File: src/rtl/window_buffer_pkg.sv
// Shared defaults and FSM state encoding for the multi-channel window buffer.
// Optional left/right zero padding is enabled by defining WINBUF_ZERO_PAD_EN.
package window_buffer_pkg;

  localparam int DEF_IO_DATA_WIDTH = 16;
  localparam int DEF_KERNEL_SIZE   = 3;
  localparam int DEF_NB_CHANNELS   = 4;

`ifdef WINBUF_ZERO_PAD_EN
  typedef enum logic [1:0] {ST_FILL, ST_STREAM, ST_HOLD, ST_FLUSH} win_state_e;
`else
  typedef enum logic [1:0] {ST_FILL, ST_STREAM, ST_HOLD} win_state_e;
`endif

  // Zero columns added on each side of a row when padding is enabled.
  function automatic int pad_cols(input int kernel_size);
    return (kernel_size - 1) / 2;
  endfunction

endpackage

File: src/rtl/chan_window_reg.sv
// One channel's KxK window: shift left by one column on load, optional
// synchronous clear (clear together with load leaves only the new column).
module chan_window_reg
  import window_buffer_pkg::*;
#(
  parameter int IO_DATA_WIDTH = DEF_IO_DATA_WIDTH,
  parameter int KERNEL_SIZE   = DEF_KERNEL_SIZE
) (
  input  logic                                                    clk,
  input  logic                                                    srst_in,
  input  logic                                                    i_load,
  input  logic                                                    i_clr,
  input  logic [KERNEL_SIZE-1:0][IO_DATA_WIDTH-1:0]               i_col,
  output logic [KERNEL_SIZE-1:0][KERNEL_SIZE-1:0][IO_DATA_WIDTH-1:0] o_win
);

  logic [KERNEL_SIZE-1:0][KERNEL_SIZE-1:0][IO_DATA_WIDTH-1:0] r_win;

  // NOTE: the window storage is reset explicitly because an empty window must
  // read as zeros (padding relies on it); plain data RAMs would not need this.
  always_ff @(posedge clk) begin
    if (srst_in) begin
      r_win <= '0;
    end else if (i_load || i_clr) begin
      for (int row = 0; row < KERNEL_SIZE; row++) begin
        for (int col = 0; col < KERNEL_SIZE - 1; col++) begin
          r_win[row][col] <= i_clr ? '0 : r_win[row][col+1];
        end
        r_win[row][KERNEL_SIZE-1] <= i_load ? i_col[row] : '0;
      end
    end
  end

  assign o_win = r_win;

endmodule

File: src/rtl/mc_window_buffer.sv
// Channel-interleaved KxK sliding-window buffer with valid/ready on both sides.
// Define WINBUF_ZERO_PAD_EN for zero padding at row edges. Requires NB_CHANNELS >= 2.
module mc_window_buffer
  import window_buffer_pkg::*;
#(
  parameter int IO_DATA_WIDTH = DEF_IO_DATA_WIDTH,
  parameter int KERNEL_SIZE   = DEF_KERNEL_SIZE,
  parameter int NB_CHANNELS   = DEF_NB_CHANNELS
) (
  input  logic                                     clk,
  input  logic                                     srst_in,
  input  logic [KERNEL_SIZE-1:0][IO_DATA_WIDTH-1:0] in_col,
  input  logic                                     in_valid,
  output logic                                     in_ready,
  input  logic                                     in_last_col,
  output logic [NB_CHANNELS-1:0][KERNEL_SIZE-1:0][KERNEL_SIZE-1:0][IO_DATA_WIDTH-1:0] win_data,
  output logic                                     win_valid,
  input  logic                                     win_ready,
  output logic                                     win_last
);

  localparam int PTR_W = (NB_CHANNELS > 1) ? $clog2(NB_CHANNELS) : 1;
  localparam int CNT_W = $clog2(KERNEL_SIZE + 1);
`ifdef WINBUF_ZERO_PAD_EN
  localparam int PAD = pad_cols(KERNEL_SIZE);
  localparam logic [CNT_W-1:0] CNT_BASE = CNT_W'(PAD);
`else
  localparam logic [CNT_W-1:0] CNT_BASE = '0;
`endif
  localparam logic [CNT_W-1:0] CNT_FULL = CNT_W'(KERNEL_SIZE);
  localparam logic [PTR_W-1:0] PTR_LAST = PTR_W'(NB_CHANNELS - 1);

  win_state_e       r_state, w_state_n;
  logic [PTR_W-1:0] r_ptr, w_ptr_n;
  logic [CNT_W-1:0] r_col_cnt, w_col_cnt_n;
  logic             r_win_valid, w_win_valid_n;
  logic             r_win_last, w_win_last_n;
  logic             w_accept, w_wrap, w_win_hs, w_clr, w_flush_shift;
  logic [KERNEL_SIZE-1:0][IO_DATA_WIDTH-1:0] w_col_in;

`ifdef WINBUF_ZERO_PAD_EN
  // r_in_flush spans from the last real window to the final padded one.
  logic             r_in_flush, w_in_flush_n;
  logic [CNT_W-1:0] r_flush_cnt, w_flush_cnt_n;
  assign in_ready = !r_in_flush && (!r_win_valid || win_ready);
`else
  assign in_ready = !r_win_valid || win_ready;
`endif

  assign w_accept = in_valid && in_ready;
  assign w_wrap   = w_accept && (r_ptr == PTR_LAST);
  assign w_win_hs = r_win_valid && win_ready;

  // NOTE: every signal written here gets a default first so no path can
  // leave it unassigned and infer a latch.
  always_comb begin
    w_state_n     = r_state;
    w_ptr_n       = r_ptr;
    w_col_cnt_n   = r_col_cnt;
    w_win_valid_n = r_win_valid;
    w_win_last_n  = r_win_last;
    w_clr         = 1'b0;
    w_flush_shift = 1'b0;
`ifdef WINBUF_ZERO_PAD_EN
    w_in_flush_n  = r_in_flush;
    w_flush_cnt_n = r_flush_cnt;
`endif
    if (w_accept) begin
      w_ptr_n = w_wrap ? '0 : r_ptr + PTR_W'(1);
    end
    case (r_state)
      ST_FILL, ST_STREAM: begin
        if (w_wrap) begin
          w_col_cnt_n = (r_col_cnt == CNT_FULL) ? CNT_FULL : r_col_cnt + CNT_W'(1);
          if (w_col_cnt_n == CNT_FULL) begin
            w_state_n     = ST_HOLD;
            w_win_valid_n = 1'b1;
`ifdef WINBUF_ZERO_PAD_EN
            w_win_last_n  = 1'b0;
            w_in_flush_n  = in_last_col;
            w_flush_cnt_n = CNT_W'(PAD);
`else
            w_win_last_n  = in_last_col;
`endif
          end
        end
      end
      ST_HOLD: begin
        if (w_win_hs) begin
          w_win_valid_n = 1'b0;
          w_win_last_n  = 1'b0;
          if (r_win_last) begin
            w_clr       = 1'b1;
            w_col_cnt_n = CNT_BASE;
            w_state_n   = ST_FILL;
`ifdef WINBUF_ZERO_PAD_EN
            w_in_flush_n = 1'b0;
          end else if (r_in_flush) begin
            w_state_n = ST_FLUSH;
`endif
          end else begin
            w_state_n = ST_STREAM;
          end
        end
      end
`ifdef WINBUF_ZERO_PAD_EN
      ST_FLUSH: begin
        w_flush_shift = 1'b1;
        w_flush_cnt_n = r_flush_cnt - CNT_W'(1);
        w_state_n     = ST_HOLD;
        w_win_valid_n = 1'b1;
        w_win_last_n  = (r_flush_cnt == CNT_W'(1));
      end
`endif
      default: w_state_n = ST_FILL;
    endcase
  end

  // NOTE: state registers use non-blocking assignments so every flop samples
  // the pre-edge values regardless of statement order.
  always_ff @(posedge clk) begin
    if (srst_in) begin
      r_state     <= ST_FILL;
      r_ptr       <= '0;
      r_col_cnt   <= CNT_BASE;
      r_win_valid <= 1'b0;
      r_win_last  <= 1'b0;
`ifdef WINBUF_ZERO_PAD_EN
      r_in_flush  <= 1'b0;
      r_flush_cnt <= '0;
`endif
    end else begin
      r_state     <= w_state_n;
      r_ptr       <= w_ptr_n;
      r_col_cnt   <= w_col_cnt_n;
      r_win_valid <= w_win_valid_n;
      r_win_last  <= w_win_last_n;
`ifdef WINBUF_ZERO_PAD_EN
      r_in_flush  <= w_in_flush_n;
      r_flush_cnt <= w_flush_cnt_n;
`endif
    end
  end

  assign w_col_in  = w_flush_shift ? '0 : in_col;
  assign win_valid = r_win_valid;
  assign win_last  = r_win_last;

  for (genvar g = 0; g < NB_CHANNELS; g++) begin : g_chan
    logic w_load;
    assign w_load = (w_accept && (r_ptr == PTR_W'(g))) || w_flush_shift;

    chan_window_reg #(
      .IO_DATA_WIDTH (IO_DATA_WIDTH),
      .KERNEL_SIZE   (KERNEL_SIZE)
    ) u_chan (
      .clk     (clk),
      .srst_in (srst_in),
      .i_load  (w_load),
      .i_clr   (w_clr),
      .i_col   (w_col_in),
      .o_win   (win_data[g])
    );
  end

endmodule
File: config.mk
export PLATFORM = sky130hd
export DESIGN_NAME = mc_window_buffer
export DESIGN_NICKNAME = d
export VERILOG_FILES = /design/src/rtl/window_buffer_pkg.sv /design/src/rtl/chan_window_reg.sv /design/src/rtl/mc_window_buffer.sv
export SDC_FILE = /design/constraint.sdc
export NUM_CORES = 1
export LEC_CHECK = 0
export CORE_MARGIN = 5
export CORE_UTILIZATION = 35
export CTS_CLUSTER_SIZE = 12
export DETAILED_ROUTE_END_ITERATION = 8
export DONT_BUFFER_PORTS = 1
export PLACE_DENSITY_LB_ADDON = 0.08
export SYNTH_ARGS = -nofsm -noshare
export SYNTH_HDL_FRONTEND = slang
export SYNTH_SLANG_ARGS = --single-unit
File: constraint.sdc
create_clock -name clk -period 1.6 [get_ports clk]
set_input_delay 0.32 -clock clk [delete_from_list [all_inputs] [get_ports clk]]
set_output_delay 0.32 -clock clk [all_outputs]
set_load 0.005 [all_outputs]
# [Word-level counts from Yosys, hierarchy flattened]
# Index checks and enable logic that the tools add are counted.
[classes] eq_ne=11 n_reduce_logical=19 addsub=2 n_mux=57
[ops] op="$mux 16" n=36
[ops] op="$mux 2" n=8
[ops] op="$eq 2x2->1 const B" n=5
[ops] op="$mux 1" n=9
[ops] op="$pmux 2 s2" n=2
[ops] op="$reduce_and 4->1" n=2
[ops] op="$logic_and 1x1->1" n=6
[ops] op="$ne 2x2->1 const B" n=3
[ops] op="$logic_or 1x1->1" n=5
[ops] op="$add 2x1->2 const B" n=2
[ops] op="$eq 2x1->1 const B" n=2
[ops] op="$logic_not 2->1" n=2
[ops] op="$pmux 1 s2" n=2
[ops] op="$reduce_and 3->1" n=1
[ops] op="$ne 2x1->1 const B" n=1
[ops] op="$reduce_bool 2->1" n=1
[ops] op="$reduce_or 2->1" n=1
[ops] op="$logic_not 1->1" n=1
[totals] word_cells=130 ff_bits=584

# [Depth between registers and ports, before layout]
# Gate-level depths: netlist of the first run.
[depth] depth_word=6 mapped_depth=8

# [Cells and area by module]
# Synthesis of the first run repeated with hierarchy kept, for this count alone.
[hier_totals] cells_unflattened=2158 area_unflattened_um2=21961.1
[by_module_without_submodules] mod="chan_window_reg" instances=4 cells_each=524 area_per_inst_um2=5360.1 seq_area_each_um2=2882.8
[by_module_without_submodules] mod="mc_window_buffer" instances=1 cells_each=62 area_per_inst_um2=520.5 seq_area_each_um2=160.2

# [Worst setup path after synthesis of the first run]
# OpenSTA, ideal clock, no wires.
[synth_timing] path_type="register to register" start="register r_win_valid, in the netlist win_valid" end="register g_chan[1].u_chan.r_win (netlist bit g_chan[1].u_chan.o_win[30])" n_path_buf=4 period_less_slack_ns=1.511 arrival_time_ns=1.379 required_time_ns=1.468 path_stages_with_launch=9 setup_slack_ns=0.089 path_cell_list="dfxtp_1 nand2b_1 buf_4 and3_1 buf_4 buf_4 buf_4 nand2_1 a21oi_1"
[synth_via] elab_chain_len=5 word_cells_on_any_way=9
[synth_rtl] element="start, declared" line_no="mc_window_buffer.sv:36" rtl="logic r_win_valid, w_win_valid_n;"
[synth_rtl] element="start signal, assigned" line_no="mc_window_buffer.sv:136" rtl="r_win_valid <= w_win_valid_n;"
[synth_rtl] element="$logic_not 1->1" line_no="mc_window_buffer.sv:47" rtl="assign in_ready = !r_win_valid || win_ready;"
[synth_rtl] element="$logic_or 1x1->1" line_no="mc_window_buffer.sv:47"
[synth_rtl] element="via in_ready" line_no="mc_window_buffer.sv:14" rtl="output logic in_ready,"
[synth_rtl] element="$logic_and 1x1->1" line_no="mc_window_buffer.sv:50" rtl="assign w_accept = in_valid && in_ready;"
[synth_rtl] element="$logic_and 1x1->1" line_no="mc_window_buffer.sv:151" rtl="assign w_load = (w_accept && (r_ptr == PTR_W'(g))) || w_flush_shift;"
[synth_rtl] element="$logic_or 1x1->1" line_no="chan_window_reg.sv:24" rtl="end else if (i_load || i_clr) begin"
[synth_rtl] element="end signal, assigned by index" line_no="chan_window_reg.sv:27" rtl="r_win[row][col] <= i_clr ? '0 : r_win[row][col+1];"
[synth_rtl] element="end signal, assigned by index" line_no="chan_window_reg.sv:29" rtl="r_win[row][KERNEL_SIZE-1] <= i_load ? i_col[row] : '0;"
[synth_rtl] element="end, declared" line_no="chan_window_reg.sv:17" rtl="logic [KERNEL_SIZE-1:0][KERNEL_SIZE-1:0][IO_DATA_WIDTH-1:0] r_win;"
# The timed path passes the listed nets, and every way through them passes these cells.
# A chain may end at the register's enable or synchronous reset.

# [Final worst setup path of the first run]
[layout_timing] start="register r_ptr[0]" end="register g_chan[2].u_chan.r_win (netlist bit g_chan[2].u_chan.o_win[1])"
[layout_via] elab_chain_len=3
[layout_rtl] element="start, declared" line_no="mc_window_buffer.sv:34" rtl="logic [PTR_W-1:0] r_ptr, w_ptr_n;"
[layout_rtl] element="start signal, assigned" line_no="mc_window_buffer.sv:134" rtl="r_ptr <= w_ptr_n;"
[layout_rtl] element="$eq 2x2->1" line_no="mc_window_buffer.sv:151"
[layout_rtl] element="$logic_and 1x1->1" line_no="mc_window_buffer.sv:151"
[layout_rtl] element="$logic_or 1x1->1" line_no="chan_window_reg.sv:24"
[layout_rtl] element="end signal, assigned by index" line_no="chan_window_reg.sv:27"
[layout_rtl] element="end signal, assigned by index" line_no="chan_window_reg.sv:29"
[layout_rtl] element="end, declared" line_no="chan_window_reg.sv:17"
# Every way passes these cells.

==> results.ini, run 1 <==
[run_status]
violations=hold timing
status=complete, but fails checks

[floorplan]
core_area_um2=57800
die_h_um=252
die_w_um=252
die_area_um2=63400
start_util=0.354
placementRows=88
ios=632

[synth]
synth-seq-area-share=0.571
yosysTopAreaCell=dfxtp_1
synth_edf_count=0
synthArstFlopShare=0
ys_ff_latch=584
syn_avg_cell_area_um2=7.96
synth_top_area_share=0.571
syn_area_um2=20500
synth_warnings=0
syn_inst=2571
ys.flop_type=dfxtp_1
synth_nets=2628
yosys-top-cells-area=dfxtp_1, nand2_1, a21oi_1
yosysUniqueCellTypes=26

[setup_path]
critPathArrivalTime_ps=2070
worst-path-max-fanout=22
end_kind=flop
cp_data_required_time_ps=2120
crit_type=reg2reg
start_kind=flop

[power]
total_power_w=0.0315
powerDensity_nw_per_um2=1250
leakagePower_nw=8.38
vdd_drop_max_mv=0.851

[route]
antenna_left=0
first_pass_iters=5
wl_mm=79.9
drt_iter0_markers=1180
via_per_inst=5.26
vias=17970
routedWlPerCell_um=23.4
drcViolationCount=0

[timing]
tns_ps=0
layout_min_cycle_time_ps=1550
setup_viol=0
rsz0062_at_grt=yes
skew_ps=22.3
fmax_ghz=0.643
finalCritPeriodShare=0.972
whs_ps=-132
finalHoldViolCount=126
slew_violations=0
max_slew_margin=0.697
tightest_slew_ps=452

[grt]
grt_pass1_wl_mm=110
grt-ovfl-total=0
antenna_found_initial=4
grt_pass1_vias=16188
grt_max_degree=201
grt_util_all_layers=0.223

[hold_path]
hold_path_class=in2reg

[placement]
place_congestion=0.821
portBuffers=0
dpl.hpwl_mm=53.4

[flow_run]
maxCapViolCount=0

[cells_and_area]
multi_input_area_um2=7870
layout-area-overhead-vs-synth_pct=23.3
seq_area_um2=11700
layout_commonest_cell=nand2_1
layout_common_cells=nand2_1, dfxtp_1, a21oi_1, nand3_1, clkbuf_16
drive_above_1_share=0.0948
num-nets-final=2658
n_fill_cell=5731
final_util=0.437

[cts]
root_buffer=clkbuf_16
clk_latency_ps=610
cts_tree=built
h-tree-depth=3
clk_pin_slew_ps=60
numCtsBuffers=66
clk_path_buf_depth=3
cts.sinks=584

area by class of cell:
class / instances / share of cell area
clock inverters: 12 / 0.00436
flip-flops and latches: 584 / 0.463
repair buffers: 175 / 0.104
diodes: 3 / 0.000297
well taps: 765 / 0.0379
inverters: 3 / 0.000446
clock buffers: 102 / 0.0780
multi-input cells: 1771 / 0.312
per-stage QoR:
stage                     cell area, um2  std cells  worst slack (ps)
after floorplan                    20500       2571              89.1
after global placement             21900       3221              90.0
after detailed placement           21900       3221              46.8
after CTS                          24500       3380             -21.2
after global routing               25200       3415             -35.5
final                              25200       3415              45.2
Yosys cell counts (2+ instances only):
cell,count
dfxtp_1,584
clkbuf_1,68
nand3_2,4
and3_1,4
a21oi_1,583
buf_1,13
or3_1,2
inv_1,3
nand2b_1,2
buf_4,19
nand2_1,967
nand3_1,194
ha_1,4
buf_2,112
metal layers:
metal | vias to the layer above | global-route usage | wire length (um)
met1 | 8703 | 0.270 | 31200
met4 | 2 | 0.0565 | 1660
met3 | 113 | 0.0821 | 7220
li1 | 8517 | - | -
met5 | - | 0 | 13
met2 | 635 | 0.378 | 39800
critical path, stage by stage (launching register included):
cell	delay, ps
dfxtp_2	350
inv_1	100
ha_2	220
and3_4	240
buf_4	150
clkbuf_16	200
nand2_1	60
a21oi_1	140
cells by family (layout without fill, tap and decap cells):
group / count (synthesis) / count (layout) / share of synthesized area
flops: 584 / 584 / 0.571
compound gates: 587 / 587 / 0.144
other cells: 0 / 3 / 0
simple gates: 1180 / 1180 / 0.232
buf+inv: 216 / 292 / 0.0503
fa+ha+maj: 4 / 4 / 0.00245
what timing repair did:
item,CTS,global route
endpoints found under the hold margin,199,199
endpoints found under the setup margin,2,433
pin swaps,1,6
gates resized for setup,7,37
hold buffers,44,4
setup buffers,1,9
gates cloned,0,20
power by group:
| group | total [W] | switching (W) | internal [W] |
|---|---|---|---|
| combinational | 0.00175 | 0.00106 | 0.000685 |
| sequential | 0.0151 | 0.000346 | 0.0148 |
| clock | 0.0147 | 0.00616 | 0.00851 |
flip-flops by register name (all words and copies together), names as in the netlist:
name	cells
g_chan.u_chan.o_win	576
r_col_cnt	2
r_ptr	2
r_state	2
win_last	1
win_valid	1
worst paths after layout:
kind	cells past startpoint	from	slack (ps)	end
min	1	srst_in	-130	g_chan[1].u_chan.o_win[93]$_SDFFE_PP0P_
max	7	r_ptr[0]$_SDFFE_PP0P_	50	g_chan[2].u_chan.o_win[1]$_SDFFE_PP0P_
max reg2reg	7	r_ptr[0]$_SDFFE_PP0P_	50	g_chan[2].u_chan.o_win[1]$_SDFFE_PP0P_
min reg2reg	2	g_chan[2].u_chan.o_win[106]$_SDFFE_PP0P_	480	g_chan[2].u_chan.o_win[106]$_SDFFE_PP0P_
(Power assumes the default switching activity.)
==> run 2, diff against run 1 <==
CAP_MARGIN = 20   (was not set)
PLACE_DENSITY = 0.6   (was not set)
PLACE_DENSITY_LB_ADDON = not set   (was 0.08)
==> results.ini, run 2 (same netlist as run 1, synthesis figures left out) <==
[route]
first_pass_iters=6  ; +1
via_per_inst=5.38  ; +2.2%
vias=18123  ; +0.85%
routedWlPerCell_um=22.4  ; -4.1%
drt_iter0_markers=1402  ; +19%
drcViolationCount=0  ; unchanged
antenna_left=0  ; unchanged
wl_mm=75.6  ; -5.4%

[setup_path]
critPathArrivalTime_ps=2120  ; +50 ps
cp_data_required_time_ps=2120  ; about the same
cp_slowest_cell=dfxtp_4
cp_slowest_stage_delay_ps=360  ; about the same
crit_type=reg2reg
cp_num_buf_inv=3  ; unchanged
end_kind=flop
start_kind=flop
critPathTopFamily=buffers and inverters
worst-path-max-fanout=14  ; -36%
worstPathCellList=inv_1, ha_2, and3_4, buf_12, buf_6, nand2_1, a21oi_1

[floorplan]
placementRows=88  ; unchanged
core_area_um2=57800  ; unchanged
die_w_um=252  ; unchanged
die_area_um2=63400  ; unchanged
start_util=0.354  ; unchanged
ios=632  ; unchanged
die_h_um=252  ; unchanged

[cts]
root_buffer=clkbuf_16
h-tree-depth=2  ; -1
cts.sinks=584  ; unchanged
clk_pin_slew_ps=60  ; about the same
clk_path_buf_depth=3  ; unchanged
clk_latency_ps=610  ; about the same
cts_tree=built
numCtsBuffers=61  ; -7.6%

[grt]
grt_pass1_wl_mm=106  ; -4.3%
antenna_found_initial=3  ; -1
grt_util_all_layers=0.209  ; -0.0142
grt_pass1_vias=16481  ; +1.8%
grt-ovfl-total=0  ; unchanged
grt_max_degree=201  ; unchanged

[cells_and_area]
seq_area_um2=11700  ; about the same
largest_reg_flops=576  ; unchanged
multi_input_area_um2=7870  ; -0.11%
layout_common_cells=nand2_1, dfxtp_1, a21oi_1, nand3_1, clkbuf_16
layout-area-overhead-vs-synth_pct=20.3
layout_commonest_cell=nand2_1
layout.cells.non_filler=3371  ; -1.3%
n_fill_cell=5672  ; -1.0%
num-nets-final=2625  ; -1.2%
drive_above_1_share=0.0821  ; -0.0127

[timing]
skew_ps=21.4  ; -0.893 ps
setup_viol=0  ; unchanged
finalCritPeriodShare=0.999  ; +0.0274
whs_ps=-154  ; -21.8 ps
setup_ws_ps=1.35  ; -43.9 ps
finalHoldViolCount=141  ; +12%
slew_violations=0  ; unchanged
tightest_slew_ps=541  ; +88.4 ps
layout_min_cycle_time_ps=1600  ; +43.9 ps
fmax_ghz=0.626  ; -2.7%
max_slew_margin=0.638  ; -0.0591
rsz0062_at_grt=yes

[placement]
preCtsSetupSlack_ps=-10.0  ; -56.8 ps
dp_cells=3188  ; -1.0%
dpl.hpwl_mm=50.0  ; -6.5%
portBuffers=0  ; unchanged
place_congestion=0.865  ; +5.4%

[power]
powerDensity_nw_per_um2=1240  ; -0.52%
sw_frac_of_total=0.232  ; -0.00758
combPwrFrac=0.053  ; -0.002
p_seq_frac=0.493  ; +0.014
p_int_w=0.0235  ; -2.0%
p_switching_w=0.00711  ; -6.0%
clkPwrFrac=0.453  ; -0.012
leakagePower_nw=8.06  ; -3.8%
vdd_drop_max_mv=0.781  ; -8.2%

[flow_run]
maxCapViolCount=0  ; unchanged

[run_status]
violations=hold timing
status=complete, but fails checks

[hold_path]
hold_path_class=in2reg

[run 2: cell types whose count changed in the layout (fill, tap and decap cells not counted), sizes merged]
cell	delta
inv	-3
clkinv	+3
buf	-23
clkbuf	-23
clkinvlp	-1
bufinv	+4
dlygate4sd3	+1
diode	-2
[run 2: layout make-up]
cell class                      instances  area share
Multi-Input combinational cell       1771       0.320
Inverter                                3    0.000458
Antenna cell                            1    0.000102
Timing Repair Buffer                  147      0.0871
Tap cell                              765      0.0389
Sequential cell                       584       0.475
Clock inverter                         15     0.00783
Clock buffer                           85      0.0707
[run 2: power by group through the flow]
| stage | clock, W | sequential [W] | combinational, W |
|---|---|---|---|
| after CTS | 0.0142 | 0.0151 | 0.00137 |
| after global placement | 0 | 0.0154 | 0.00109 |
| after detailed placement | 0 | 0.0154 | 0.00112 |
| after global routing | 0.0148 | 0.0151 | 0.00176 |
| after floorplan | 0 | 0.0153 | 0.000878 |
| final | 0.0139 | 0.0151 | 0.00163 |
[run 2: final timing paths]
kind,startpoint,to,slack [ps],cells after the start
worst max-delay path,r_ptr[0]$_SDFFE_PP0P_,g_chan[0].u_chan.o_win[103]$_SDFFE_PP0P_,1,7
worst min-delay path,srst_in,g_chan[1].u_chan.o_win[93]$_SDFFE_PP0P_,-150,1
worst max register to register,r_ptr[0]$_SDFFE_PP0P_,g_chan[0].u_chan.o_win[103]$_SDFFE_PP0P_,1,7
worst min register to register,g_chan[0].u_chan.o_win[9]$_SDFFE_PP0P_,g_chan[0].u_chan.o_win[9]$_SDFFE_PP0P_,470,2
[run 2: what timing repair did]
item                       CTS  global route
setup buffers                2            17
gates cloned                 1            16
gates resized for setup     11            43
setup endpoints to repair    8           457
pin swaps                    2             5
hold buffers                49             1
hold endpoints to repair   199           199
[run 2: through the flow]
stage / TNS [ps] / power [W] / area [um2] / util
global placement: 0 / 0.0165 / 21400 / 0.370
CTS: -118 / 0.0306 / 23900 / 0.414
detailed placement: -12.5 / 0.0165 / 21400 / 0.370
finish: 0 / 0.0306 / 24600 / 0.426
global route: -4690 / 0.0316 / 24600 / 0.426
floorplan: 0 / 0.0161 / 20500 / -
[run 2: metal layers]
metal  vias to the layer above  GRT usage  wire, um  part of all wire
li1                       8424          -         -                 -
met1                      8720      0.244     28200              0.37
met2                       835      0.361     37300              0.49
met3                       144     0.0717      7820              0.10
met4                         0     0.0665      2320             0.031
met5                         -          0         0                 0
==> run 3, diff against run 2 <==
PLACE_DENSITY = 0.58   (was 0.6)
clock period = 1.85 ns   (was 1.6 ns; I/O delays follow)
==> results.ini, run 3 (same netlist as run 1, synthesis figures left out) <==
[cells_and_area]
drive_above_1_share=0.0669  ; -0.0153
multi_input_area_um2=7810  ; -0.68%
largest_reg_flops=576  ; unchanged
layout-area-overhead-vs-synth_pct=17.8
layout_commonest_cell=nand2_1
num-nets-final=2598  ; -1.0%
layout_common_cells=nand2_1, dfxtp_1, a21oi_1, nand3_1, clkbuf_16
seq_area_um2=11700  ; about the same
n_fill_cell=5702  ; +0.53%

[cts]
h-tree-depth=3  ; +1
clk_path_buf_depth=3  ; unchanged
numCtsBuffers=66  ; +8.2%
clk_latency_ps=600  ; about the same
cts_tree=built
cts.sinks=584  ; unchanged
clk_pin_slew_ps=70  ; about the same
cts_setup_buffers=0  ; -2
root_buffer=clkbuf_16

[floorplan]
core_area_um2=57800  ; unchanged
placementRows=88  ; unchanged
die_area_um2=63400  ; unchanged
start_util=0.354  ; unchanged
die_w_um=252  ; unchanged
ios=632  ; unchanged
die_h_um=252  ; unchanged

[power]
vdd_drop_max_mv=0.718  ; -8.1%
combPwrFrac=0.046  ; -0.007
clkPwrFrac=0.474  ; +0.021
leakagePower_nw=7.85  ; -2.6%
p_seq_frac=0.479  ; -0.014
p_int_w=0.0209  ; -11%
sw_frac_of_total=0.233  ; +0.000331
powerDensity_nw_per_um2=1130  ; -9.1%
p_switching_w=0.00634  ; -11%

[placement]
preCtsSetupSlack_ps=176  ; +186 ps
portBuffers=0  ; unchanged
dpl.hpwl_mm=50.3  ; +0.64%
place_congestion=0.887  ; +2.6%

[grt]
grt-ovfl-total=0  ; unchanged
grt_max_degree=201  ; unchanged
grt_pass1_vias=16229  ; -1.5%
antenna_found_initial=6  ; +3
grt_util_all_layers=0.212  ; +0.00340
grt_pass1_wl_mm=106  ; +0.68%

[timing]
fmax_ghz=0.566  ; -9.6%
layout_min_cycle_time_ps=1770  ; +169 ps
tightest_slew_ps=536  ; -4.29 ps
finalHoldViolCount=61  ; -57%
setup_viol=0  ; unchanged
whs_ps=-88.4  ; +65.2 ps
setup_ws_ps=82.4  ; +81.0 ps
tns_ps=0  ; unchanged
finalCritPeriodShare=0.955  ; -0.0437
skew_ps=31.4  ; +10.1 ps
rsz0062_at_grt=no
max_slew_margin=0.642  ; +0.00405
slew_violations=0  ; unchanged

[hold_path]
hold_path_end=g_chan[2].u_chan.o_win[95]$_SDFFE_PP0P_
whs_path_depth=1  ; unchanged
hp-start=srst_in
hold_path_class=in2reg

[route]
wl_mm=72.7  ; -3.9%
routed.top_layer=met5
drcViolationCount=0  ; unchanged
via_per_inst=5.34  ; -0.70%
routedWlPerCell_um=21.7  ; -3.4%
antenna_left=0  ; unchanged
drt_iter0_markers=1367  ; -2.5%
wl_met2_mm=35.9  ; -3.6%
wl_met1_mm=26.7  ; -5.2%
vias=17905  ; -1.2%
first_pass_iters=6  ; unchanged
dr_wl_met3_mm=7.30  ; -6.6%

[setup_path]
reg2reg_depth=5  ; -2
rrSetupSlack_ps=80  ; +80 ps
crit_type=reg2reg
reg2reg_to=r_state[0]$_SDFFE_PP0P_
cp_data_required_time_ps=2320  ; +200 ps
critPathArrivalTime_ps=2240  ; +120 ps
end_kind=flop
start_kind=flop
worst-path-max-fanout=8  ; -6
rr_startpoint=r_ptr[0]$_SDFFE_PP0P_

[run_status]
violations=hold timing
status=complete, but fails checks

[flow_run]
maxCapViolCount=0  ; unchanged

==> run 3: cell count changes in the layout (fill, tap and decap cells not counted), moves of 5 or more <==
cell	delta
buf_12	+5
clkbuf_8	+6
clkbuf_16	-7
a21oi_2	-9
a21oi_1	+9
buf_16	-11
buf_6	-11
==> run 3: worst max-delay path: stages, from the launching register on <==
cell,delay (ps)
dfxtp_1,390
ha_2,240
nand3_4,180
o21ai_0,210
a21oi_1,80
dlygate4sd3_1,560
==> run 3: through the flow <==
step	power, W	cells	util	hold slack [ps]	instance area [um2]
4_1_cts	0.0275	3349	0.417	-163	24100
5_1_grt	0.0282	3353	0.417	-140	24100
3_5_place_dp	0.0144	3185	0.370	469	21400
6_report	0.0272	3354	0.417	-88.4	24100
3_3_place_gp	0.0143	3185	0.370	465	21400
2_1_floorplan	0.0140	2571	-	453	20500
==> run 3: what timing repair did <==
item | CTS | global route
resized for setup | 0 | 1
endpoints found under the hold margin | 199 | 171
endpoints found under the setup margin | 0 | 1
hold buffers | 51 | 2
==> run 3: power by group through the flow <==
| stage | Clock (W) | Sequential [W] | Combinational, W |
|---|---|---|---|
| finish | 0.0129 | 0.0131 | 0.00126 |
| global route | 0.0137 | 0.0131 | 0.00137 |
| CTS | 0.0132 | 0.0131 | 0.00126 |
| detailed placement | 0 | 0.0133 | 0.00104 |
| global placement | 0 | 0.0133 | 0.00101 |
| floorplan | 0 | 0.0132 | 0.000760 |
==> run 3: area by class of cell <==
type,instances,share of cell area
tap,765,0.0397
inverter,3,0.000467
timing repair buffer,115,0.0610
sequential,584,0.485
clock buffer,97,0.0818
multi-input combinational,1771,0.324
antenna,3,0.000311
clock inverter,16,0.00768
==> run 3: routing by layer <==
metal | GRT usage | vias up
met5 | 0 | -
met4 | 0.0834 | 2
met3 | 0.0744 | 149
met2 | 0.359 | 857
met1 | 0.247 | 8522
li1 | - | 8375
==> run 3: worst max-delay path by stage <==
stage,from,end
after global placement,win_ready,g_chan[2].u_chan.o_win[65]$_SDFFE_PP0P_
after global routing,r_ptr[0]$_SDFFE_PP0P_,r_state[0]$_SDFFE_PP0P_
after detailed placement,win_ready,g_chan[0].u_chan.o_win[13]$_SDFFE_PP0P_
after floorplan,win_ready,g_chan[1].u_chan.o_win[30]$_SDFFE_PP0P_
final,r_ptr[0]$_SDFFE_PP0P_,r_state[0]$_SDFFE_PP0P_
after CTS,r_ptr[0]$_SDFFE_PP0P_,r_state[0]$_SDFFE_PP0P_
